### config.mk
export PLATFORM = sky130hd
export DESIGN_NAME = pipeline_stall_ctrl_flat
export DESIGN_NICKNAME = d
export VERILOG_FILES = /design/src/rtl/pipeline_stall_ctrl_pkg.sv /design/src/rtl/pipeline_stall_ctrl_if.sv /design/src/rtl/pipeline_stall_ctrl_sat_counter.sv /design/src/rtl/pipeline_stall_ctrl.sv /design/src/flat_wrapper.sv
export SDC_FILE = /design/constraint.sdc
export NUM_CORES = 1
export LEC_CHECK = 0
export ABC_AREA = 1
export CORE_UTILIZATION = 40
export CTS_BUF_LIST = sky130_fd_sc_hd__clkbuf_8
export CTS_CLUSTER_SIZE = 20
export DETAILED_ROUTE_END_ITERATION = 16
export RECOVER_POWER = 50
export SLEW_MARGIN = 20
export SYNTH_ARGS = -nofsm -noshare
export SYNTH_HDL_FRONTEND = slang
export SYNTH_SLANG_ARGS = --single-unit
export TNS_END_PERCENT = 100
### constraint.sdc
create_clock -name clk -period 3.89 [get_ports clk]
set_input_delay 0.778 -clock clk [delete_from_list [all_inputs] [get_ports clk]]
set_output_delay 0.778 -clock clk [all_outputs]
set_load 0.1 [all_outputs]
### src/rtl/pipeline_stall_ctrl_pkg.sv
// Shared MIPS pipeline constants: stall FSM encoding, register/opcode constants
// and the load-use hazard test used by the stall controller.
package pipeline_stall_ctrl_pkg;

    typedef enum logic [1:0] {
        RUN      = 2'd0,
        MEM_WAIT = 2'd1,
        ERROR    = 2'd2
    } state_e;

    localparam logic [4:0] REG_ZERO = 5'd0;

    localparam logic [5:0] OP_LW  = 6'h23;
    localparam logic [5:0] OP_SW  = 6'h2b;
    localparam logic [5:0] OP_BEQ = 6'h04;
    localparam logic [5:0] OP_J   = 6'h02;

    // $0 is never a real producer, so a load targeting it cannot create a hazard.
    function automatic logic loadUseHazard(input logic       memRead,
                                           input logic [4:0] exRt,
                                           input logic [4:0] idRs,
                                           input logic [4:0] idRt,
                                           input logic       rtUsed);
        return memRead && (exRt != REG_ZERO) &&
               ((exRt == idRs) || (rtUsed && (exRt == idRt)));
    endfunction

endpackage

### src/rtl/pipeline_stall_ctrl_if.sv
// Bundle between the stall controller (slave) and the pipeline datapath (master):
// decoded hazard inputs, data-memory handshake, control outputs and counters.
interface pipeline_stall_ctrl_if #(
    parameter int CNT_W = 32
) ();
    logic [4:0]       if_id_rs;
    logic [4:0]       if_id_rt;
    logic             if_id_rt_used;
    logic             if_id_jump;
    logic             id_ex_mem_read;
    logic [4:0]       id_ex_rt;
    logic             ex_branch_taken;
    logic             dmem_req;
    logic             dmem_ready;
    logic             perf_clr;
    logic             pc_write;
    logic             if_id_write;
    logic             if_id_flush;
    logic             id_ex_flush;
    logic             pipe_hold;
    logic             mem_timeout;
    logic [CNT_W-1:0] stall_cycles;
    logic [CNT_W-1:0] flush_events;

    modport slave (
        input  if_id_rs, if_id_rt, if_id_rt_used, if_id_jump, id_ex_mem_read,
               id_ex_rt, ex_branch_taken, dmem_req, dmem_ready, perf_clr,
        output pc_write, if_id_write, if_id_flush, id_ex_flush, pipe_hold,
               mem_timeout, stall_cycles, flush_events
    );

    modport master (
        output if_id_rs, if_id_rt, if_id_rt_used, if_id_jump, id_ex_mem_read,
               id_ex_rt, ex_branch_taken, dmem_req, dmem_ready, perf_clr,
        input  pc_write, if_id_write, if_id_flush, id_ex_flush, pipe_hold,
               mem_timeout, stall_cycles, flush_events
    );
endinterface

### src/rtl/pipeline_stall_ctrl_sat_counter.sv
// Saturating event counter with a synchronous clear that wins over increment.
module sat_counter #(
    parameter int CNT_W = 32
) (
    input  logic             clk,
    input  logic             rst_n,
    input  logic             inc_i,
    input  logic             clr_i,
    output logic [CNT_W-1:0] count_o
);

    logic [CNT_W-1:0] count_q;
    logic [CNT_W-1:0] count_d;

    always_comb begin
        count_d = count_q;
        if (clr_i) begin
            count_d = '0;
        end else if (inc_i && (count_q != '1)) begin
            count_d = count_q + CNT_W'(1);
        end
    end

    always_ff @(posedge clk or negedge rst_n) begin
        if (!rst_n) begin
            count_q <= '0;
        end else begin
            count_q <= count_d;
        end
    end

    assign count_o = count_q;

endmodule

### src/rtl/pipeline_stall_ctrl.sv
// Hazard/stall sequencer for the 5-stage MIPS core: load-use and control hazard
// handling, data-memory freeze with timeout, and stall/flush performance counters.
module pipeline_stall_ctrl
    import pipeline_stall_ctrl_pkg::*;
#(
    parameter int MEM_TIMEOUT = 16,
    parameter int CNT_W       = 32
) (
    input  logic                 clk,
    input  logic                 rst_n,
    pipeline_stall_ctrl_if.slave bus
);

    localparam int WAIT_W = $clog2(MEM_TIMEOUT) + 1;

    state_e            state_q, state_d;
    logic [WAIT_W-1:0] waitCnt_q, waitCnt_d;
    logic              memTimeout_q, memTimeout_d;

    logic memBusy;
    logic loadUse;
    logic pcWrite, ifIdWrite, ifIdFlush, idExFlush, pipeHold;

    assign memBusy = bus.dmem_req && !bus.dmem_ready;
    assign loadUse = loadUseHazard(bus.id_ex_mem_read, bus.id_ex_rt,
                                   bus.if_id_rs, bus.if_id_rt, bus.if_id_rt_used);

    always_comb begin
        state_d      = state_q;
        waitCnt_d    = waitCnt_q;
        memTimeout_d = memTimeout_q;
        pcWrite      = 1'b1;
        ifIdWrite    = 1'b1;
        ifIdFlush    = 1'b0;
        idExFlush    = 1'b0;
        pipeHold     = 1'b0;

        // A freeze from memory overrides every hazard; otherwise branch squash beats load-use.
        if ((state_q == RUN && memBusy) || (state_q == MEM_WAIT && !bus.dmem_ready) ||
            state_q == ERROR) begin
            pcWrite   = 1'b0;
            ifIdWrite = 1'b0;
            pipeHold  = 1'b1;
        end else if (bus.ex_branch_taken) begin
            ifIdFlush = 1'b1;
            idExFlush = 1'b1;
        end else if (loadUse) begin
            pcWrite   = 1'b0;
            ifIdWrite = 1'b0;
            idExFlush = 1'b1;
        end else if (bus.if_id_jump) begin
            ifIdFlush = 1'b1;
        end

        case (state_q)
            RUN: begin
                if (memBusy) begin
                    state_d   = MEM_WAIT;
                    waitCnt_d = WAIT_W'(1);
                end
            end
            MEM_WAIT: begin
                if (bus.dmem_ready) begin
                    state_d   = RUN;
                    waitCnt_d = '0;
                end else if (waitCnt_q == WAIT_W'(MEM_TIMEOUT - 1)) begin
                    state_d      = ERROR;
                    memTimeout_d = 1'b1;
                end else begin
                    waitCnt_d = waitCnt_q + WAIT_W'(1);
                end
            end
            ERROR: begin
                state_d = ERROR;
            end
            default: begin
                state_d   = RUN;
                waitCnt_d = '0;
            end
        endcase
    end

    always_ff @(posedge clk or negedge rst_n) begin
        if (!rst_n) begin
            state_q      <= RUN;
            waitCnt_q    <= '0;
            memTimeout_q <= 1'b0;
        end else begin
            state_q      <= state_d;
            waitCnt_q    <= waitCnt_d;
            memTimeout_q <= memTimeout_d;
        end
    end

    logic [CNT_W-1:0] stallCount, flushCount;

    sat_counter #(.CNT_W(CNT_W)) u_stallCnt (
        .clk    (clk),
        .rst_n  (rst_n),
        .inc_i  (!pcWrite),
        .clr_i  (bus.perf_clr),
        .count_o(stallCount)
    );

    sat_counter #(.CNT_W(CNT_W)) u_flushCnt (
        .clk    (clk),
        .rst_n  (rst_n),
        .inc_i  (ifIdFlush),
        .clr_i  (bus.perf_clr),
        .count_o(flushCount)
    );

    assign bus.pc_write     = pcWrite;
    assign bus.if_id_write  = ifIdWrite;
    assign bus.if_id_flush  = ifIdFlush;
    assign bus.id_ex_flush  = idExFlush;
    assign bus.pipe_hold    = pipeHold;
    assign bus.mem_timeout  = memTimeout_q;
    assign bus.stall_cycles = stallCount;
    assign bus.flush_events = flushCount;

endmodule

### src/flat_wrapper.sv
// flat-port wrapper written by rule: the top's interface ports become plain ports
module pipeline_stall_ctrl_flat import pipeline_stall_ctrl_pkg::*;
#(
    parameter int MEM_TIMEOUT = 16,
    parameter int CNT_W       = 32
)
  (clk, rst_n, bus_if_id_rs, bus_if_id_rt, bus_if_id_rt_used, bus_if_id_jump, bus_id_ex_mem_read, bus_id_ex_rt, bus_ex_branch_taken, bus_dmem_req, bus_dmem_ready, bus_perf_clr, bus_pc_write, bus_if_id_write, bus_if_id_flush, bus_id_ex_flush, bus_pipe_hold, bus_mem_timeout, bus_stall_cycles, bus_flush_events);
  pipeline_stall_ctrl_if #(.CNT_W(CNT_W)) bus_i ();
  input  logic clk;
  input  logic rst_n;
  input wire logic [$bits(bus_i.if_id_rs)-1:0] bus_if_id_rs;
  input wire logic [$bits(bus_i.if_id_rt)-1:0] bus_if_id_rt;
  input wire logic [$bits(bus_i.if_id_rt_used)-1:0] bus_if_id_rt_used;
  input wire logic [$bits(bus_i.if_id_jump)-1:0] bus_if_id_jump;
  input wire logic [$bits(bus_i.id_ex_mem_read)-1:0] bus_id_ex_mem_read;
  input wire logic [$bits(bus_i.id_ex_rt)-1:0] bus_id_ex_rt;
  input wire logic [$bits(bus_i.ex_branch_taken)-1:0] bus_ex_branch_taken;
  input wire logic [$bits(bus_i.dmem_req)-1:0] bus_dmem_req;
  input wire logic [$bits(bus_i.dmem_ready)-1:0] bus_dmem_ready;
  input wire logic [$bits(bus_i.perf_clr)-1:0] bus_perf_clr;
  output wire logic [$bits(bus_i.pc_write)-1:0] bus_pc_write;
  output wire logic [$bits(bus_i.if_id_write)-1:0] bus_if_id_write;
  output wire logic [$bits(bus_i.if_id_flush)-1:0] bus_if_id_flush;
  output wire logic [$bits(bus_i.id_ex_flush)-1:0] bus_id_ex_flush;
  output wire logic [$bits(bus_i.pipe_hold)-1:0] bus_pipe_hold;
  output wire logic [$bits(bus_i.mem_timeout)-1:0] bus_mem_timeout;
  output wire logic [$bits(bus_i.stall_cycles)-1:0] bus_stall_cycles;
  output wire logic [$bits(bus_i.flush_events)-1:0] bus_flush_events;
  assign bus_i.if_id_rs = bus_if_id_rs;
  assign bus_i.if_id_rt = bus_if_id_rt;
  assign bus_i.if_id_rt_used = bus_if_id_rt_used;
  assign bus_i.if_id_jump = bus_if_id_jump;
  assign bus_i.id_ex_mem_read = bus_id_ex_mem_read;
  assign bus_i.id_ex_rt = bus_id_ex_rt;
  assign bus_i.ex_branch_taken = bus_ex_branch_taken;
  assign bus_i.dmem_req = bus_dmem_req;
  assign bus_i.dmem_ready = bus_dmem_ready;
  assign bus_i.perf_clr = bus_perf_clr;
  assign bus_pc_write = bus_i.pc_write;
  assign bus_if_id_write = bus_i.if_id_write;
  assign bus_if_id_flush = bus_i.if_id_flush;
  assign bus_id_ex_flush = bus_i.id_ex_flush;
  assign bus_pipe_hold = bus_i.pipe_hold;
  assign bus_mem_timeout = bus_i.mem_timeout;
  assign bus_stall_cycles = bus_i.stall_cycles;
  assign bus_flush_events = bus_i.flush_events;
  pipeline_stall_ctrl #(.MEM_TIMEOUT(MEM_TIMEOUT), .CNT_W(CNT_W)) u_core (.clk(clk), .rst_n(rst_n), .bus(bus_i));
endmodule
After elaboration in Yosys (flattened, before gate mapping)

Index checks and enable logic that the tools add are counted.

Bits in read-only memories: 0
Latch bits: 0
Memories kept: 0
Register bits after elaboration: 72
Memory bits (writable): 0
Output and inout bits: 70

Muxes and demuxes: 23
Multiply operators: 0
Div/mod/pow operators: 0
Order comparisons: 0
Bitwise operators: 2
Reductions and logical operators: 20
Shift-type cells: 0
Add/subtract/negate cells: 3
Equality and inequality tests: 10

Operators with widths:

| operator                                               | number |
|---|---|
| 2-to-1 mux 32 bit                                      | 4 |
| adder 32 x 1 -> 32 bit (second input constant)         | 2 |
| inequality test 32 bit (second input constant)         | 2 |
| 2-to-1 mux 5 bit                                       | 3 |
| one-hot mux 5 bit (3 select lines)                     | 1 |
| 2-to-1 mux 1 bit                                       | 11 |
| equality test 5 bit                                    | 2 |
| logical AND 1 bit                                      | 8 |
| 2-to-1 mux 2 bit                                       | 3 |
| inequality test 3 bit (second input constant)          | 2 |
| one-hot mux 2 bit (3 select lines)                     | 1 |
| AND reduction 3 bit                                    | 2 |
| adder 5 x 1 -> 5 bit (second input constant)           | 1 |
| equality test 5 x 4 -> 1 bit (second input constant)   | 1 |
| nonzero test 5 bit                                     | 1 |
| nonzero test 2 bit                                     | 2 |
| logical OR 1 bit                                       | 3 |
| equality test 2 x 1 -> 1 bit (second input constant)   | 1 |
| equality test 2 bit (second input constant)            | 1 |
| zero test 1 bit                                        | 2 |
| zero test 2 bit                                        | 1 |
| inequality test 2 x 1 -> 1 bit (second input constant) | 1 |
| inverter 1 bit                                         | 2 |
| AND reduction 2 bit                                    | 1 |

Logic depth before layout (Yosys ltp)

Depth after elaboration: 11
Mapped depth: 13
Mapped depth without buffers: 12

Hierarchy

From an unflattened synthesis, not the netlist that was laid out.

Cell total of the unflattened synthesis: 802
Area total of the unflattened synthesis: 5173.7 um^2

By module, submodules not included:

| module              | area each (um^2) | instances | cells an instance |
|---|---|---|---|
| sat_counter         | 2243.4           | 2         | 345 |
| pipeline_stall_ctrl | 686.9            | 1         | 112 |

Worst setup path after synthesis

Ideal clock, no wire load.

Path kind: input port to output port
From: input port bus_dmem_ready
To: output port bus_id_ex_flush
Arrival time: 3251 ps
Setup slack: -139 ps
Path buffers: 0
Stages on the path: 6
Cells stage by stage: inv_1 -> a21oi_1 -> inv_1 -> o21ai_1 -> inv_1 -> a21oi_1

Longest elaborated chain between the ends: 6
Elaborated cells on any way between the ends: 7

RTL lines:

| item                             | RTL line                                             | source |
|---|---|---|
| from (decl)                      | flat_wrapper.sv:19                                   | `input wire logic [$bits(bus_i.dmem_ready)-1:0] bus_dmem_ready;` |
| zero test 1 bit *                | pipeline_stall_ctrl.sv:24, pipeline_stall_ctrl.sv:39 |  |
| logical AND 1 bit                | pipeline_stall_ctrl.sv:24                            | `assign memBusy = bus.dmem_req && !bus.dmem_ready;` |
| logical AND 1 bit                | pipeline_stall_ctrl.sv:39                            | `if ((state_q == RUN && memBusy) \|\| (state_q == MEM_WAIT && !bus.dmem_ready) \|\|` |
| logical OR 1 bit * (2 in series) | pipeline_stall_ctrl.sv:39                            |  |
| 2-to-1 mux 1 bit *               | pipeline_stall_ctrl.sv:39                            |  |
| to (decl)                        | flat_wrapper.sv:24                                   | `output wire logic [$bits(bus_i.id_ex_flush)-1:0] bus_id_ex_flush;` |

Mark *: on every way between the ends. The rest lies on a longest branch, timed or not.

Final worst setup path

From: input port bus_id_ex_rt[0]
To: output port bus_if_id_flush

Longest elaborated chain between the ends: 7
Elaborated cells on any way between the ends: 10

RTL lines:

| item                | RTL line                      | source |
|---|---|---|
| from (decl)         | flat_wrapper.sv:16            | `input wire logic [$bits(bus_i.id_ex_rt)-1:0] bus_id_ex_rt;` |
| equality test 5 bit | pipeline_stall_ctrl_pkg.sv:25 | `((exRt == idRs) \|\| (rtUsed && (exRt == idRt)));` |
| logical AND 1 bit   | pipeline_stall_ctrl_pkg.sv:25 |  |
| logical OR 1 bit    | pipeline_stall_ctrl_pkg.sv:25 |  |
| logical AND 1 bit * | pipeline_stall_ctrl_pkg.sv:24 | `return memRead && (exRt != REG_ZERO) &&` |
| 2-to-1 mux 1 bit *  | pipeline_stall_ctrl.sv:47     | `end else if (loadUse) begin` |
| 2-to-1 mux 1 bit *  | pipeline_stall_ctrl.sv:44     | `end else if (bus.ex_branch_taken) begin` |
| 2-to-1 mux 1 bit *  | pipeline_stall_ctrl.sv:39     |  |
| to (decl)           | flat_wrapper.sv:23            | `output wire logic [$bits(bus_i.if_id_flush)-1:0] bus_if_id_flush;` |

Marked as above.

==> impl_summary.txt <==
----------------------------------------------------
[Drt]
  Avg WL per Cell ... 13.7 um
  Count of TritonRoute iterations in the first routing pass ... 5
  Residual DRC count ... 0
  Initial detailed-routing violation count ... 247
  Post-detailed-routing wire length ... 14.4 mm
  ANT nets after route ... 0
  Via Count ... 5226
  DR vias/cell ... 4.99

[Power]
  Combinational fraction of design power ... 21.1%
  Pwr/cell area ... 285 nW/um2
  Relative contribution of sequential cells to total power ... 42.9%
  Total leakage power ... 0.00277 uW
  PnR Total Power ... 1840 uW
  Internal power of the cells ... 1240 uW
  Switching portion of total power ... 32.6%
  Maximum vdd ir drop ... 0.000165 V
  Reported net switching power ... 599 uW
  Clock network power share ... 36.1%

[Worst hold path]
  Class of the tightest hold or removal check ... flip-flop to flip-flop

[Clock network]
  Maximum count of clock buffers along a single path ... 2
  Clock Latency Late Sink ... 360 ps
  Root buf cell ... sky130_fd_sc_hd__clkbuf_8
  CTS tree ... done
  CTS Sinks ... 72
  Clock buffers created by TritonCTS ... 9
  Number of buffers inserted by hold repair at cts ... 0
  Post-cts resize count ... 0
  Post-CTS Setup Bufs ... 0
  CTS H-tree lvls ... 3
  Clock slew seen by the registers of the worst setup and hold paths ... 70 ps

[STA]
  Final clock skew ... 13.4 ps
  Count of pins over their slew limit ... 73
  Fmax ... 0.304 GHz
  Setup TNS after final layout ... 0 ps
  Final hold viol count ... 0
  Number of endpoints failing setup at the final stage ... 0
  Time the worst path needs with I/O delays and setup ... 3290 ps
  RSZ-0062 raised after global routing ... no
  Period Utilization, post-route ... 84.5%
  Slew at the pin closest to its max-slew limit ... 1780 ps
  Max-Slew Margin vs Limit ... -18.4%

[Yosys]
  Count of flip-flops with a built-in enable after synthesis ... 0
  Post-synthesis net count ... 818
  Distinct cells, synth ... 32
  Count of yosys warnings during synthesis ... 0
  Sequential cell area fraction in the yosys report ... 34.5%
  Combined area of all synthesized cells ... 5220 um2
  Post-synthesis share of cell area spent on and, or, nand and nor gates ... 45.0%
  FF+latch count, synth ... 72
  FFs w/ async S/R, synth ... 100%
  Predominant post-synthesis flop cell ... sky130_fd_sc_hd__dfrtp_1
  Xor/xnor cell area share of the yosys netlist ... 8.72%
  Fraction of the mapped netlist area in compound gates ... 2.16%
  Post-synthesis adder-cell area fraction ... 0.958%
  Synthesized netlist cell count ... 790
  Main combinational cell family by area after synthesis ... simple AND/OR/NAND/NOR gates
  Mux cell area share after synthesis ... 0%
  Post-Syn Area per Cell ... 6.61 um2

[Run]
  Count of max-cap constraint violations ... 1

[Critical path]
  CP Capture Type ... output port
  Top fanout value on the critical path ... 9
  Startpoint class of the critical path ... primary input
  Crit path arrival time ... 2510 ps
  Data required time at the worst endpoint ... 3110 ps
  Startpoint-to-endpoint class of the critical path ... primary input to output port

[Global routing]
  Maximum number of pins on one net before global-route repair ... 73
  Vias in the first global route ... 4958
  Total gr overflow ... 0
  GRT Resource Usage Total ... 22.6%
  Met3 demand-to-capacity share in global routing ... 4.67%
  Antenna violations before repair ... 0
  Global Route met1 Usage ... 28.0%
  Met2 GRT Util ... 39.0%
  Peak-usage layer in the global routing report ... met2
  First-pass GRT wire length ... 24.0 mm

[Floorplanning]
  Total Die Area ... 13500 um2
  Area inside the core boundary ... 12700 um2
  Chip Width ... 116 um
  Io pins ... 94
  Initial Utilization ... 41.2%
  Die Y-Extent ... 116 um
  Number of placement rows ... 41

[Layout]
  Count of filler cells inserted in the layout ... 1376
  Reg area ... 1800 um2
  Most common library cell in the layout ignoring fill and taps ... sky130_fd_sc_hd__nand2_1
  Diodes inserted ... 0
  Total non-filler cell area in the finished layout ... 6440 um2
  Layout cell share with drive strength beyond 1 ... 5.82%
  Area growth from synthesis to layout ... 23.4%
  Commonest cells after routing, fill and taps aside ... sky130_fd_sc_hd__nand2_1, sky130_fd_sc_hd__nor2_1, sky130_fd_sc_hd__clkdlybuf4s50_1, sky130_fd_sc_hd__inv_1
  Area of the multi-input gates ... 2940 um2
  Core occupancy in the finished layout ... 50.9%
  Net count, final ... 899

[Placed design]
  Final HPWL from detailed placement ... 10.5 mm
  Last weighted congestion value of the routability-driven placer ... 0.954
  Input/output buffers ... 93
  Post-DP Area ... 6260 um2

[Outcome]
  Outcome ... finished, violations left
  Violated checks ... max-capacitance violations, max-slew violations

----------------------------------------------------
==> power groups by stage <==
stage | Clock [uW] | Sequential (uW) | Combinational (uW)
after detailed placement | 0 | 801 | 394
final | 662 | 787 | 387
after global routing | 713 | 790 | 418
after floorplan | 0 | 869 | 214
after global placement | 0 | 801 | 390
after CTS | 676 | 787 | 396
==> final cells by class <==
| class | instances | share of cell area, % |
|---|---|---|
| Multi-Input combinational cell | 615 | 45.7 |
| Inverter | 77 | 4.49 |
| Tap cell | 172 | 3.34 |
| Clock buffer | 10 | 2.14 |
| Sequential cell | 72 | 28.0 |
| Timing Repair Buffer | 96 | 15.2 |
| Clock inverter | 6 | 1.18 |
==> Yosys cell counts (5+ instances only) <==
master                       n  area (um2)
sky130_fd_sc_hd__xor2_1     39         342
sky130_fd_sc_hd__nand2_1   262         983
sky130_fd_sc_hd__nor2_1    133         499
sky130_fd_sc_hd__a21oi_1     5        25.0
sky130_fd_sc_hd__nand4_1    11        68.8
sky130_fd_sc_hd__nor3_1     41         205
sky130_fd_sc_hd__inv_2       5        18.8
sky130_fd_sc_hd__buf_4       6        45.0
sky130_fd_sc_hd__inv_1      72         270
sky130_fd_sc_hd__clkbuf_1   13        48.8
sky130_fd_sc_hd__xnor2_1    13         114
sky130_fd_sc_hd__dfrtp_1    72        1800
sky130_fd_sc_hd__nand3_1    71         355
sky130_fd_sc_hd__buf_6       6        67.6
sky130_fd_sc_hd__o21ai_0     7        35.0
==> sequential cells by signal, indices dropped and copies added (netlist names) <==
name	flops
u_core.bus.mem_timeout	1
u_core.state_q	2
u_core.u_flushCnt.count_o	32
u_core.u_stallCnt.count_o	32
u_core.waitCnt_q	5
==> worst paths after layout <==
path	from	endpoint	slack [ps]	depth (start not counted)
max in group asynchronous	rst_n	u_core.u_stallCnt.count_o[10]	1940	1
max reg2reg	u_core.u_flushCnt.count_o[0]	u_core.u_flushCnt.count_o[5]	1180	10
min reg2reg	u_core.bus.mem_timeout	u_core.bus.mem_timeout	470	2
min	u_core.bus.mem_timeout	u_core.bus.mem_timeout	470	2
max	bus_id_ex_rt[0]	bus_if_id_flush	600	9
min in group asynchronous	rst_n	u_core.u_flushCnt.count_o[24]	890	1
==> kinds of logic (layout without fill, tap and decap cells) <==
family / after synthesis / count (layout)
fa+ha+maj: 4 / 4
xor+xnor: 52 / 52
simple gates: 540 / 540
buf+inv: 103 / 189
flops: 72 / 72
compound gates: 19 / 19
==> per-stage QoR <==
step | hold slack (ps) | std cells | setup WS (ps)
after CTS | 484 | 1048 | 693
after floorplan | 468 | 790 | 278
final | 471 | 1048 | 605
after detailed placement | 466 | 1032 | 701
after global placement | 447 | 1032 | 736
after global routing | 513 | 1048 | 381
==> routing by layer <==
metal / part of all wire [%] / vias up
met2: 49 / 130
met1: 45 / 2428
li1: - / 2639
met4: 2.5 / 0
met3: 3.6 / 29
met5: 0 / -
==> critical path: stages <==
cell	delay (ps)
sky130_fd_sc_hd__dlygate4sd3_1	590
sky130_fd_sc_hd__inv_1	100
sky130_fd_sc_hd__nand4_1	80
sky130_fd_sc_hd__o21ai_0	150
sky130_fd_sc_hd__inv_1	70
sky130_fd_sc_hd__nand3_1	110
sky130_fd_sc_hd__nand2_2	150
sky130_fd_sc_hd__a21oi_1	260
sky130_fd_sc_hd__buf_12	210
(Power assumes the default switching activity.)
